## config.mk

```make
export PLATFORM = sky130hd
export DESIGN_NAME = deser_aggregate
export DESIGN_NICKNAME = d
export VERILOG_FILES = /design/src/rtl/deser_aggregate.sv
export SDC_FILE = /design/constraint.sdc
export NUM_CORES = 2
export LEC_CHECK = 0
export CORE_AREA = 2 2 352 354
export CTS_CLUSTER_SIZE = 14
export DETAILED_ROUTE_END_ITERATION = 8
export DIE_AREA = 0 0 354 356
export RECOVER_POWER = 50
export SYNTH_ARGS = -nofsm -noshare
export SYNTH_HDL_FRONTEND = slang
export SYNTH_SLANG_ARGS = --single-unit
export TNS_END_PERCENT = 100
```

## constraint.sdc

```tcl
create_clock -name clk -period 9.9 [get_ports clk]
set_input_delay 2.475 -clock clk [delete_from_list [all_inputs] [get_ports clk]]
set_output_delay 2.475 -clock clk [all_outputs]
set_load 0.02 [all_outputs]
```

## src/rtl/deser_aggregate.sv

```systemverilog
// Protobuf wire-format walker: fetches bytes over the 8-lane DRAM port and emits (field_id, wire_type, value) records.
// Define DESER_ERR_CODE_EN to add the err_code output that classifies the failure.
module deser_aggregate #(
  parameter int MAX_VARINT_BYTES = 10,
  parameter int WAIT_LIMIT       = 255
) (
  input  logic             clk,
  input  logic             reset,
  input  logic             en,
  input  logic [63:0]      src,
  input  logic [14:0]      size,
  output logic             ready,
  output logic             done,
  output logic             err,
  output logic             field_valid,
  input  logic             field_ready,
  output logic [28:0]      field_id,
  output logic [2:0]       wire_type,
  output logic [63:0]      field_value,
  output logic [63:0]      field_offset,
  output logic [7:0]       dram_en,
  output logic             dram_rdwr,
  output logic [7:0][63:0] dram_addr,
  input  logic [7:0][7:0]  dram_data_in,
  input  logic [7:0]       dram_valid
`ifdef DESER_ERR_CODE_EN
  ,
  output logic [2:0]       err_code
`endif
);

  typedef enum logic [2:0] {
    S_IDLE, S_FETCH, S_WAIT, S_TAG, S_VALUE, S_LEN, S_EMIT, S_SKIP
  } state_t;

  localparam logic [2:0]  ERR_TRUNC   = 3'd1;
  localparam logic [2:0]  ERR_WT      = 3'd2;
  localparam logic [2:0]  ERR_LONG    = 3'd3;
  localparam logic [2:0]  ERR_OVR     = 3'd4;
  localparam logic [2:0]  ERR_TIMEOUT = 3'd5;
  localparam logic [7:0]  VMAX        = 8'(MAX_VARINT_BYTES - 1);
  localparam logic [15:0] WMAX        = 16'(WAIT_LIMIT - 1);

  state_t          state_q, state_d, ret_q, ret_d;
  logic [63:0]     cursor_q, cursor_d;
  logic [14:0]     rem_q, rem_d;
  logic [7:0][7:0] buf_q, buf_d;
  logic [3:0]      cnt_q, cnt_d, idx_q, idx_d;
  logic [7:0]      req_q, req_d, got_q, got_d;
  logic [15:0]     wcnt_q, wcnt_d;
  logic [63:0]     acc_q, acc_d;
  logic [6:0]      shift_q, shift_d;
  logic [7:0]      vcnt_q, vcnt_d;
  logic [28:0]     id_q, id_d;
  logic [2:0]      wt_q, wt_d;
  logic [63:0]     val_q, val_d, off_q, off_d;
  logic            fvalid_q, fvalid_d, err_q, err_d, done_q, done_d;
`ifdef DESER_ERR_CODE_EN
  logic [2:0]      code_q, code_d;
  assign err_code = code_q;
`endif

  logic [7:0]  fetch_mask;
  logic [3:0]  fetch_n;
  logic [7:0]  byte_v;
  logic        have_byte, vlast, vover, flast;
  logic [63:0] vacc, facc;
  logic [2:0]  fail;

  // A fetch never reads past the end of the message, so the buffer only holds message bytes.
  always_comb begin
    for (int i = 0; i < 8; i++) fetch_mask[i] = (rem_q > 15'(i));
    fetch_n = (rem_q >= 15'd8) ? 4'd8 : {1'b0, rem_q[2:0]};
  end

  always_comb begin
    dram_en   = '0;
    dram_addr = '0;
    if (state_q == S_FETCH) begin
      for (int i = 0; i < 8; i++) begin
        if (fetch_mask[i]) begin
          dram_en[i]   = 1'b1;
          dram_addr[i] = cursor_q + 64'(i);
        end
      end
    end
  end

  always_comb begin
    state_d = state_q;  ret_d = ret_q;   cursor_d = cursor_q; rem_d = rem_q;
    buf_d = buf_q;      cnt_d = cnt_q;   idx_d = idx_q;       req_d = req_q;
    got_d = got_q;      wcnt_d = wcnt_q; acc_d = acc_q;       shift_d = shift_q;
    vcnt_d = vcnt_q;    id_d = id_q;     wt_d = wt_q;         val_d = val_q;
    off_d = off_q;      fvalid_d = fvalid_q; err_d = err_q;   done_d = 1'b0;
`ifdef DESER_ERR_CODE_EN
    code_d = code_q;
`endif
    fail      = 3'd0;
    byte_v    = buf_q[idx_q[2:0]];
    have_byte = (idx_q != cnt_q);
    vacc      = acc_q | (64'(byte_v[6:0]) << shift_q);
    facc      = acc_q | (64'(byte_v) << {vcnt_q[2:0], 3'b000});
    vlast     = ~byte_v[7];
    vover     = byte_v[7] && (vcnt_q >= VMAX);
    flast     = (wt_q == 3'd1) ? (vcnt_q == 8'd7) : (vcnt_q == 8'd3);

    case (state_q)
      S_IDLE: begin
        if (en) begin
          cursor_d = src;   rem_d = size;  err_d = 1'b0;
          cnt_d = '0;       idx_d = '0;    acc_d = '0;
          shift_d = '0;     vcnt_d = '0;   ret_d = S_TAG;
`ifdef DESER_ERR_CODE_EN
          code_d = 3'd0;
`endif
          if (size == '0) done_d = 1'b1;
          else            state_d = S_FETCH;
        end
      end
      S_FETCH: begin
        req_d   = fetch_mask;
        got_d   = '0;
        wcnt_d  = '0;
        state_d = S_WAIT;
      end
      S_WAIT: begin
        for (int i = 0; i < 8; i++)
          if (req_q[i] && dram_valid[i] && !got_q[i]) buf_d[i] = dram_data_in[i];
        got_d = got_q | (req_q & dram_valid);
        if (got_d == req_q) begin
          cnt_d   = fetch_n;
          idx_d   = '0;
          state_d = ret_q;
        end else if (wcnt_q >= WMAX) fail = ERR_TIMEOUT;
        else wcnt_d = wcnt_q + 16'd1;
      end
      S_TAG, S_VALUE, S_LEN: begin
        if (rem_q == '0) begin
          // Running out exactly between fields is the normal end of message.
          if (state_q == S_TAG && vcnt_q == '0) begin
            done_d  = 1'b1;
            state_d = S_IDLE;
          end else fail = ERR_TRUNC;
        end else if (!have_byte) begin
          ret_d   = state_q;
          state_d = S_FETCH;
        end else begin
          idx_d    = idx_q + 4'd1;
          cursor_d = cursor_q + 64'd1;
          rem_d    = rem_q - 15'd1;
          vcnt_d   = vcnt_q + 8'd1;
          shift_d  = shift_q + 7'd7;
          acc_d    = vacc;
          if (state_q == S_VALUE && wt_q != 3'd0) begin
            acc_d = facc;
            if (flast) begin
              val_d = facc;  off_d = '0;  fvalid_d = 1'b1;  state_d = S_EMIT;
              acc_d = '0;    shift_d = '0; vcnt_d = '0;
            end
          end else if (vover) fail = ERR_LONG;
          else if (vlast) begin
            acc_d = '0; shift_d = '0; vcnt_d = '0;
            if (state_q == S_TAG) begin
              id_d = vacc[31:3];
              wt_d = vacc[2:0];
              if (vacc == '0) fail = ERR_WT;
              else begin
                case (vacc[2:0])
                  3'd0, 3'd1, 3'd5: state_d = S_VALUE;
                  3'd2:             state_d = S_LEN;
                  default:          fail = ERR_WT;
                endcase
              end
            end else if (state_q == S_VALUE) begin
              val_d = vacc;  off_d = '0;  fvalid_d = 1'b1;  state_d = S_EMIT;
            end else if (vacc > {49'd0, rem_d}) fail = ERR_OVR;
            else begin
              val_d = vacc;  off_d = cursor_d;  fvalid_d = 1'b1;  state_d = S_EMIT;
            end
          end
        end
      end
      S_EMIT: begin
        if (field_ready) begin
          fvalid_d = 1'b0;
          if (wt_q == 3'd2) state_d = S_SKIP;
          else if (rem_q == '0) begin
            done_d  = 1'b1;
            state_d = S_IDLE;
          end else state_d = S_TAG;
        end
      end
      S_SKIP: begin
        // Payload is only reported, so jump over it and refetch after it.
        cursor_d = cursor_q + val_q;
        rem_d    = rem_q - val_q[14:0];
        cnt_d    = '0;
        idx_d    = '0;
        state_d  = S_TAG;
      end
      default: state_d = S_IDLE;
    endcase

    if (fail != 3'd0) begin
      err_d    = 1'b1;
      done_d   = 1'b1;
      fvalid_d = 1'b0;
      state_d  = S_IDLE;
`ifdef DESER_ERR_CODE_EN
      code_d = fail;
`endif
    end
  end

  always_ff @(posedge clk or negedge reset) begin
    if (!reset) begin
      state_q <= S_IDLE; ret_q <= S_TAG;  cursor_q <= '0; rem_q <= '0;
      buf_q <= '0;       cnt_q <= '0;     idx_q <= '0;    req_q <= '0;
      got_q <= '0;       wcnt_q <= '0;    acc_q <= '0;    shift_q <= '0;
      vcnt_q <= '0;      id_q <= '0;      wt_q <= '0;     val_q <= '0;
      off_q <= '0;       fvalid_q <= 1'b0; err_q <= 1'b0; done_q <= 1'b0;
`ifdef DESER_ERR_CODE_EN
      code_q <= '0;
`endif
    end else begin
      state_q <= state_d; ret_q <= ret_d;   cursor_q <= cursor_d; rem_q <= rem_d;
      buf_q <= buf_d;     cnt_q <= cnt_d;   idx_q <= idx_d;       req_q <= req_d;
      got_q <= got_d;     wcnt_q <= wcnt_d; acc_q <= acc_d;       shift_q <= shift_d;
      vcnt_q <= vcnt_d;   id_q <= id_d;     wt_q <= wt_d;         val_q <= val_d;
      off_q <= off_d;     fvalid_q <= fvalid_d; err_q <= err_d;   done_q <= done_d;
`ifdef DESER_ERR_CODE_EN
      code_q <= code_d;
`endif
    end
  end

  assign ready        = (state_q == S_IDLE);
  assign done         = done_q;
  assign err          = err_q;
  assign field_valid  = fvalid_q;
  assign field_id     = id_q;
  assign wire_type    = wt_q;
  assign field_value  = val_q;
  assign field_offset = off_q;
  assign dram_rdwr    = 1'b0;

endmodule
```

* Word level (Yosys, flattened, before mapping) *
Index checks and enable logic that the tools add are counted.

storage, ports and cells
  bits in registers = 431
  output and inout port bits = 685

operators by class
  add/subtract/negate cells = 14
  magnitude comparators = 13
  equality and inequality tests = 46
  shift-type cells = 2
  multiplexer cells = 141
  bitwise operators = 8
  reductions and logical operators = 65

operators with widths
  kind                                                                   count
  64-bit 2-to-1 mux                                                      32
  512-bit 2-to-1 mux                                                     1
  64-bit by 3-bit adder with 64-bit output, second input constant        4
  64-bit case mux with 3 select lines                                    1
  64-bit by 2-bit adder with 64-bit output, second input constant        2
  64-bit OR                                                              2
  64-bit case mux with 2 select lines                                    1
  3-bit 2-to-1 mux                                                       30
  8-bit 2-to-1 mux                                                       9
  64-bit by 1-bit adder with 64-bit output, second input constant        1
  64-bit adder                                                           1
  64-bit by 15-bit > comparator with 1-bit output                        1
  64-bit logical NOT                                                     1
  7-bit by 7-bit left shift with 64-bit output                           1
  8-bit by 6-bit left shift with 64-bit output                           1
  15-bit by 3-bit > comparator with 1-bit output, second input constant  4
  7-bit 2-to-1 mux                                                       7
  15-bit 2-to-1 mux                                                      3
  15-bit case mux with 3 select lines                                    1
  1-bit 2-to-1 mux                                                       32
  16-bit 2-to-1 mux                                                      2
  16-bit case mux with 2 select lines                                    1
  8-bit case mux with 2 select lines                                     2
  15-bit by 1-bit > comparator with 1-bit output, second input constant  2
  59 further kinds                                                       147

* Longest topological paths before layout *
  depth in word-level cells = 18
  depth in mapped cells = 25
  depth with buffers taken out = 22

* Worst setup path before layout *
OpenSTA, ideal clock, no wires.

  path type = register to output
  from = reg cursor_q[2]
  to = out dram_addr[443] (netlist name)
  arrival = 3057 ps
  data required time = 7425 ps
  setup slack = 4368 ps
  cell stages (with the launch flop) = 11
  cell sequence = dfrtp_1 > clkbuf_1 > inv_1 > ha_1 > clkbuf_1 > nor4_1 > and2_0 > nand2_1 > or3_1 > or3_1 > a21oi_1

RTL lines
  item                    line  source
  from (decl)             45    logic [63:0] cursor_q, cursor_d;
  from (signal assigned)  226   state_q <= state_d; ret_q <= ret_d; cursor_q <= cursor_d; rem_q <= rem_d;
  to (decl)               23    output logic [7:0][63:0] dram_addr,

==> results.toml <==
[status]
outcome = "finished with violations"
failed_checks = "capacitance limit, slew limit"

[final_layout]
fin_nets = 5713
syn_to_final_growth_pct = 32.90
fin_util_pct = 39.38
fin_area_um2 = 48300
final_layout_size_suffix_gt1_share_pct = 7.274
stdcell_count = 7138

[detailed_routing]
num_vias = 41688
first_iter_violations = 5134
ant_nets = 0
drc = 0
wl_um = 225800
vias_per_cell = 5.840
wl_per_cell_um = 31.64
dr.pass1.iters = 8

[synth]
postSynthCellCount = 4796
synth-seq-cells = 431
yosysSeqAreaShare_pct = 29.68
synthesis.nets = 5067
synth_compound_area_share_pct = 21.69
yosys_warnings = 0
avgSynthCellArea_um2 = 7.578
synth_area_um2 = 36350
synth_mux_area_share_pct = 3.639
synth_top_family_by_area = "simple AND/OR/NAND/NOR gates"
ys_types = 102
synth_edf_count = 0
synthAdderAreaFrac_pct = 4.035
async_reset_ff_share_pct = 100.0
synth_xor_area_share_pct = 11.06
synthSimpleGateAreaFrac_pct = 24.88
yosys_most_used_dff = "dfrtp_1"

[worst_setup_path]
critical_path.startpoint = "state_q[2]"
regToRegStartpoint = "idx_q[1]"
crit_path_end_kind = "primary output"
critPathMaxStageDelay_ns = 1.64
cp_slowest_cell = "nand2_1"
start_kind = "flop"
path_cells = "buf_4 -> inv_1 -> nand2_1 -> nor2_2 -> buf_4 -> nand2_1 -> inv_1 -> nand2_4 -> buf_4 -> nor2_1 -> clkdlybuf4s50_1"
crit_path_max_fanout = 55
cp.arrival_ns = 6.69
required_ns = 7.43
critPathKind = "reg2out"
crit_path_frequent_cell = "buf_4"
reg2reg_depth = 20

[sta]
hold_violations = 0
tns_ns = 0
finalMaxSlewViolations = 452
finClkSkew_ns = 0.06954
rsz0062_at_grt = "false"
post-route-period-util_pct = 92.54
tightest_slew_ns = 6.782
relSlewSlack_pct = -352.2
period_needed_ns = 9.162
fmax_ghz = 0.1092
holdWs_ns = 0.4751
finalSetupViolCount = 0

[die]
initial_utilization_pct = 29.63
die_h_um = 356
rows = 129
fp.coreArea_um2 = 122700
ios = 840
fp.dieW_um = 354
die-area_um2 = 126000

[global_routing]
antenna_found_initial = 39
first_global_vias = 39127
grt_pass1_wl_um = 310700
grt_max_degree = 155
grt_overflow_total = 0
grtUsageTotal_pct = 34.19

[placement]
hpwl_um = 176100
portBuffers = 838
placed_area_um2 = 46390
place_inst = 7024
place.gp.congestion = 1.010

[min_path]
min_path_cells = 2
worstHoldStart = "field_offset[7]"
min_path_type = "reg2reg"

[clock_network]
post_cts_resized = 0
holdBufCountCts = 0
cts_tree = "yes"
clkTransAtPathRegs_ns = 0.06
postCtsSetupRepairBufs = 0
cts_sinks = 431
max-clock-path-buffers = 3
clock_latency_ns = 0.69
cts_made_buffers = 53
cts_max_level = 2
root_buffer = "clkbuf_16"

[pwr]
cellPowerDensity_nw_per_um2 = 362.2
cellLeakagePower_nw = 18.90
max-vdd-ir-drop_mv = 0.2329

[job]
drv_cap = 10
-- sequential cells by signal (all words and copies together), names as in the netlist --
register,cells
acc_q,64
wcnt_q,16
wire_type,3
done,1
state_q,3
field_id,29
buf_q,64
vcnt_q,8
req_q,8
cursor_q,64
field_offset,64
cnt_q,4
field_value,64
got_q,8
ret_q,3
err,1
idx_q,4
field_valid,1
rem_q,15
shift_q,7
-- cell usage after synthesis, drive strengths merged, types with 15 or more instances --
cell	instances	area, um2
o31ai	88	890.8
xnor2	222	1944
o21bai	16	120.1
a221oi	52	461.7
ha	114	1426
o22ai	65	419.2
and3	46	292.8
a22o	58	508.0
nand2	585	2198
o221ai	18	163.9
mux2	78	882.1
o211ai	20	155.1
nand3	133	665.6
nand4	56	365.3
nor3	97	510.5
nand2b	24	150.1
inv	104	390.4
a211oi	29	222.7
buf	84	402.9
a21o	47	352.8
nor2b	19	118.9
xor2	237	2076
and2	116	725.7
nor4	44	281.5
mux2i	35	350.3
clkbuf	273	1025
dfrtp	429	10740
a31oi	39	265.3
a21oi	315	1588
a22oi	15	112.6
or3	74	462.9
nor2	792	2975
o21ai	313	1567
-- metal layers --
layer	track usage, %	share of wire [%]	vias up
met5	0	0.13	-
met4	18.81	6.4	44
met3	9.736	11	579
met2	54.36	45	2575
met1	41.66	38	20410
li1	-	-	18080
-- critical path, delay by kind of cell, from the launching register on --
family                 cells  cell delay (ns)
buffers and inverters      6             2.92
DFF                        1             0.33
and+or+nand+nor            5             2.65
-- cell usage in the layout, fill, tap and decap left out, types with 90 or more instances in the layout --
cell type	n
nand2_1	581
dlygate4sd3_1	166
dfrtp_1	426
inv_1	101
xnor2_1	221
xor2_1	237
buf_4	107
nor2_1	787
ha_1	114
nor3_1	90
o21ai_0	308
a21oi_1	311
clkdlybuf4s50_1	671
and2_1	109
nand3_1	133
-- power breakdown --
part | leakage [nW] | internal (mW) | switching (mW)
Clock | 0.946 | 1.31 | 0.910
Combinational | 12.3 | 3.99 | 7.96
Sequential | 5.63 | 2.33 | 1.00
Total | 18.9 | 7.62 | 9.87
-- through the flow --
step	power, mW	setup slack [ns]
floorplan	9.501	4.368
global placement	15.09	2.171
detailed placement	15.13	2.155
CTS	17.39	1.437
global route	18.19	0.6089
finish	17.50	0.7384
-- worst paths after layout --
path | slack, ns | endpoint
max | 0.74 | dram_addr[383]
max in group asynchronous | 1.70 | field_offset[24]
min in group asynchronous | 4.33 | acc_q[38]
min | 0.48 | field_offset[7]
max reg2reg | 2.79 | field_offset[4]
min reg2reg | 0.48 | field_offset[7]
-- logic make-up (layout without fill, tap and decap cells) --
kind of cell               count (synthesis)  in the layout
AOI/OAI and AO/OA                       1186           1186
xor gates and xnor gates                 459            459
adders and majority gates                116            116
buffers and inverters                    462           1151
DFF                                      431            431
muxes                                    117            117
other                                      1             17
and+or+nand+nor                         2024           2024
-- area by class of cell --
class	instances	area, um2
antenna	16	40.04
clock buffer	75	1549
clock inverter	23	399.1
fill	12795	74370
inverter	105	394.1
multi-input combinational	3903	23850
sequential	431	10790
tap	1637	2048
timing repair buffer	948	9229
Power figures use the tool's default switching activity.
==> RTL change: new RTL, same flow settings <==
Build with the macro `DESER_ERR_CODE_EN` defined.
--- a/src/rtl/deser_aggregate.sv
+++ b/src/rtl/deser_aggregate.sv
@@ -1,5 +1,7 @@
 // Protobuf wire-format walker: fetches bytes over the 8-lane DRAM port and emits (field_id, wire_type, value) records.
 // Define DESER_ERR_CODE_EN to add the err_code output that classifies the failure.
+`define DESER_ERR_CODE_EN
+
 module deser_aggregate #(
   parameter int MAX_VARINT_BYTES = 10,
   parameter int WAIT_LIMIT       = 255
New outputs: err_code. Function: not settled (the Yosys comparison gave no result); the edit may change what the design does.
==> RTL change against the original RTL <==
- the flow still finishes with violations (capacitance limit, slew limit)
- routed wire length is 1.8% higher
- sequential cell count increased by 3
- die area unchanged
- worst setup slack better by 0.25 ns
- fmax is 2.8% higher
- design area shrank 0.15%
- total power increased by 4.8%
- hold slack lost 0.0040 ns
- critical path depth down 1
- non-clock buffer count rose by 22
- synthesized area is 0.74% lower
==> RTL change: results (changes against the original RTL) <==
Pin count of the biggest net entering global routing: 165 (was 155). The logs give 4729 (was 4796) for the number of instances in the synthesized netlist and 10 (unchanged) for the max-cap violation count. The number of distinct standard cells referenced by the synthesized netlist was 91 (was 102). Main area contributors after synthesis: dfrtp_1 30%, nor2_1 7.9%, nand2_1 5.7% (was dfrtp_1 30%, nor2_1 8.2%, nand2_1 6.0%). For the weighted congestion at the end of routability-driven global placement, the log shows 1.03 (was 1.01).

Placed cell count: 6984 (was 7024). The run gives 5236 (was 5134) as the number of DRC violations after detailed-routing iteration 0. The peak supply drop came out at 0.250 mV (was 0.233 mV).

Cell class contributing the biggest share of worst-path delay: simple AND/OR/NAND/NOR gates (was buffers and inverters). The total of buffers placed on input and output ports is 841 (was 838), and the worst clock skew is 0.0362 ns (was 0.0695 ns). The cell at the slowest stage of the critical path is nor3_1 (was nand2_1). For the clock network latency to the later pin of the worst-skew pair, the log shows 0.65 ns (was 0.69 ns). The run finished, with violations left. The number of global-route vias before repair was 38700 (was 39100); the core occupancy in the finished layout was 0.393 (was 0.394).

The sum of routed wire length over all layers was 230000 um (was 226000 um). The met2 wire length came out at 103000 um (was 102000 um). Reg-to-reg endpoint: cursor_q[51]$_DFFE_PN0P_ (was field_offset[4]$_DFFE_PN0P_). The logs give 2.07 ns (was 2.16 ns) for the worst setup slack after placement and 88300 um (was 85500 um) for the met1 wire length. The worst min-delay path startpoint was field_id[18]$_DFFE_PN0P_ (was field_offset[7]$_DFFE_PN0P_). The endpoint of the worst hold-timing path is field_id[18]$_DFFE_PN0P_ (was field_offset[7]$_DFFE_PN0P_). The wire length of the first global-routing pass was 315000 um (was 311000 um); the count of final max-slew check failures was 535 (was 452).

The final-stage net count is 5673 (was 5713). The tools report the launch instance of the worst register-to-register path as rem_q[11]$_DFFE_PN0P_ (was idx_q[1]$_DFFE_PN0P_). Failing checks: capacitance limit, slew limit (unchanged).

The maximum single-stage delay on the critical path was 1.23 ns (was 1.64 ns); the global routing usage summed across all routing layers was 0.349 (was 0.342). For the arrival time of data at the critical path endpoint, the log shows 6.44 ns (was 6.69 ns).
[RTL change: changes by cell type after synthesis, moves of 30 or more]
cell	delta
and3_1	+66
mux2_2	+60
and2_1	-85
nand2_1	-38
o31ai_2	-46
nor2_1	-30
[RTL change: cells by family (layout without fill, tap and decap cells)]
group / Yosys count / in the layout / share of synthesized area
AND/OR/NAND/NOR: 1962 / 1962 / 0.246
AO/OA/AOI/OAI: 1120 / 1120 / 0.196
buffers and inverters: 486 / 1200 / 0.0539
flip-flops: 434 / 434 / 0.301
XOR/XNOR: 430 / 430 / 0.104
multiplexers: 180 / 180 / 0.0580
adder cells (fa/ha/maj): 116 / 116 / 0.0406
other: 1 / 21 / 0.000104
[RTL change: worst reg2reg max path: cells and delay by family, from the launching register on]
kind / cells / cell delay, ns
compound gates: 4 / 0.92
flops: 1 / 0.44
buf+inv: 3 / 3.57
simple gates: 6 / 2.71
[RTL change: cell type report]
type,instances,area share
timing repair buffer,970,0.195
sequential,434,0.225
tap,1637,0.0425
clock buffer,73,0.0315
antenna,20,0.00104
inverter,134,0.0104
clock inverter,23,0.00882
multi-input combinational,3809,0.486
[RTL change: worst max-delay path by stage]
| stage | start | to | slack, ns | cells past startpoint |
|---|---|---|---|---|
| floorplan | cursor_q[0]$_DFFE_PN0P_ | dram_addr[500] | 4.05 | 14 |
| global placement | cursor_q[9]$_DFFE_PN0P_ | dram_addr[123] | 2.27 | 10 |
| detailed placement | cursor_q[9]$_DFFE_PN0P_ | dram_addr[123] | 2.07 | 10 |
| CTS | cursor_q[9]$_DFFE_PN0P_ | dram_addr[123] | 1.36 | 10 |
| global route | reset | cursor_q[61]$_DFFE_PN0P_ | 0.62 | 3 |
| finish | cursor_q[9]$_DFFE_PN0P_ | dram_addr[123] | 0.99 | 10 |
[RTL change: layer usage]
layer / track usage / vias up
met5: 0 / -
met4: 0.214 / 42
met3: 0.0898 / 562
met2: 0.551 / 2367
met1: 0.427 / 20400
li1: - / 17900
[RTL change: report_power, final]
group | switching, mW | internal (mW) | total [mW] | leakage [nW]
Sequential | 1.04 | 2.42 | 3.45 | 5.61
Clock | 0.895 | 1.34 | 2.23 | 0.953
Combinational | 8.31 | 4.34 | 12.7 | 12.6
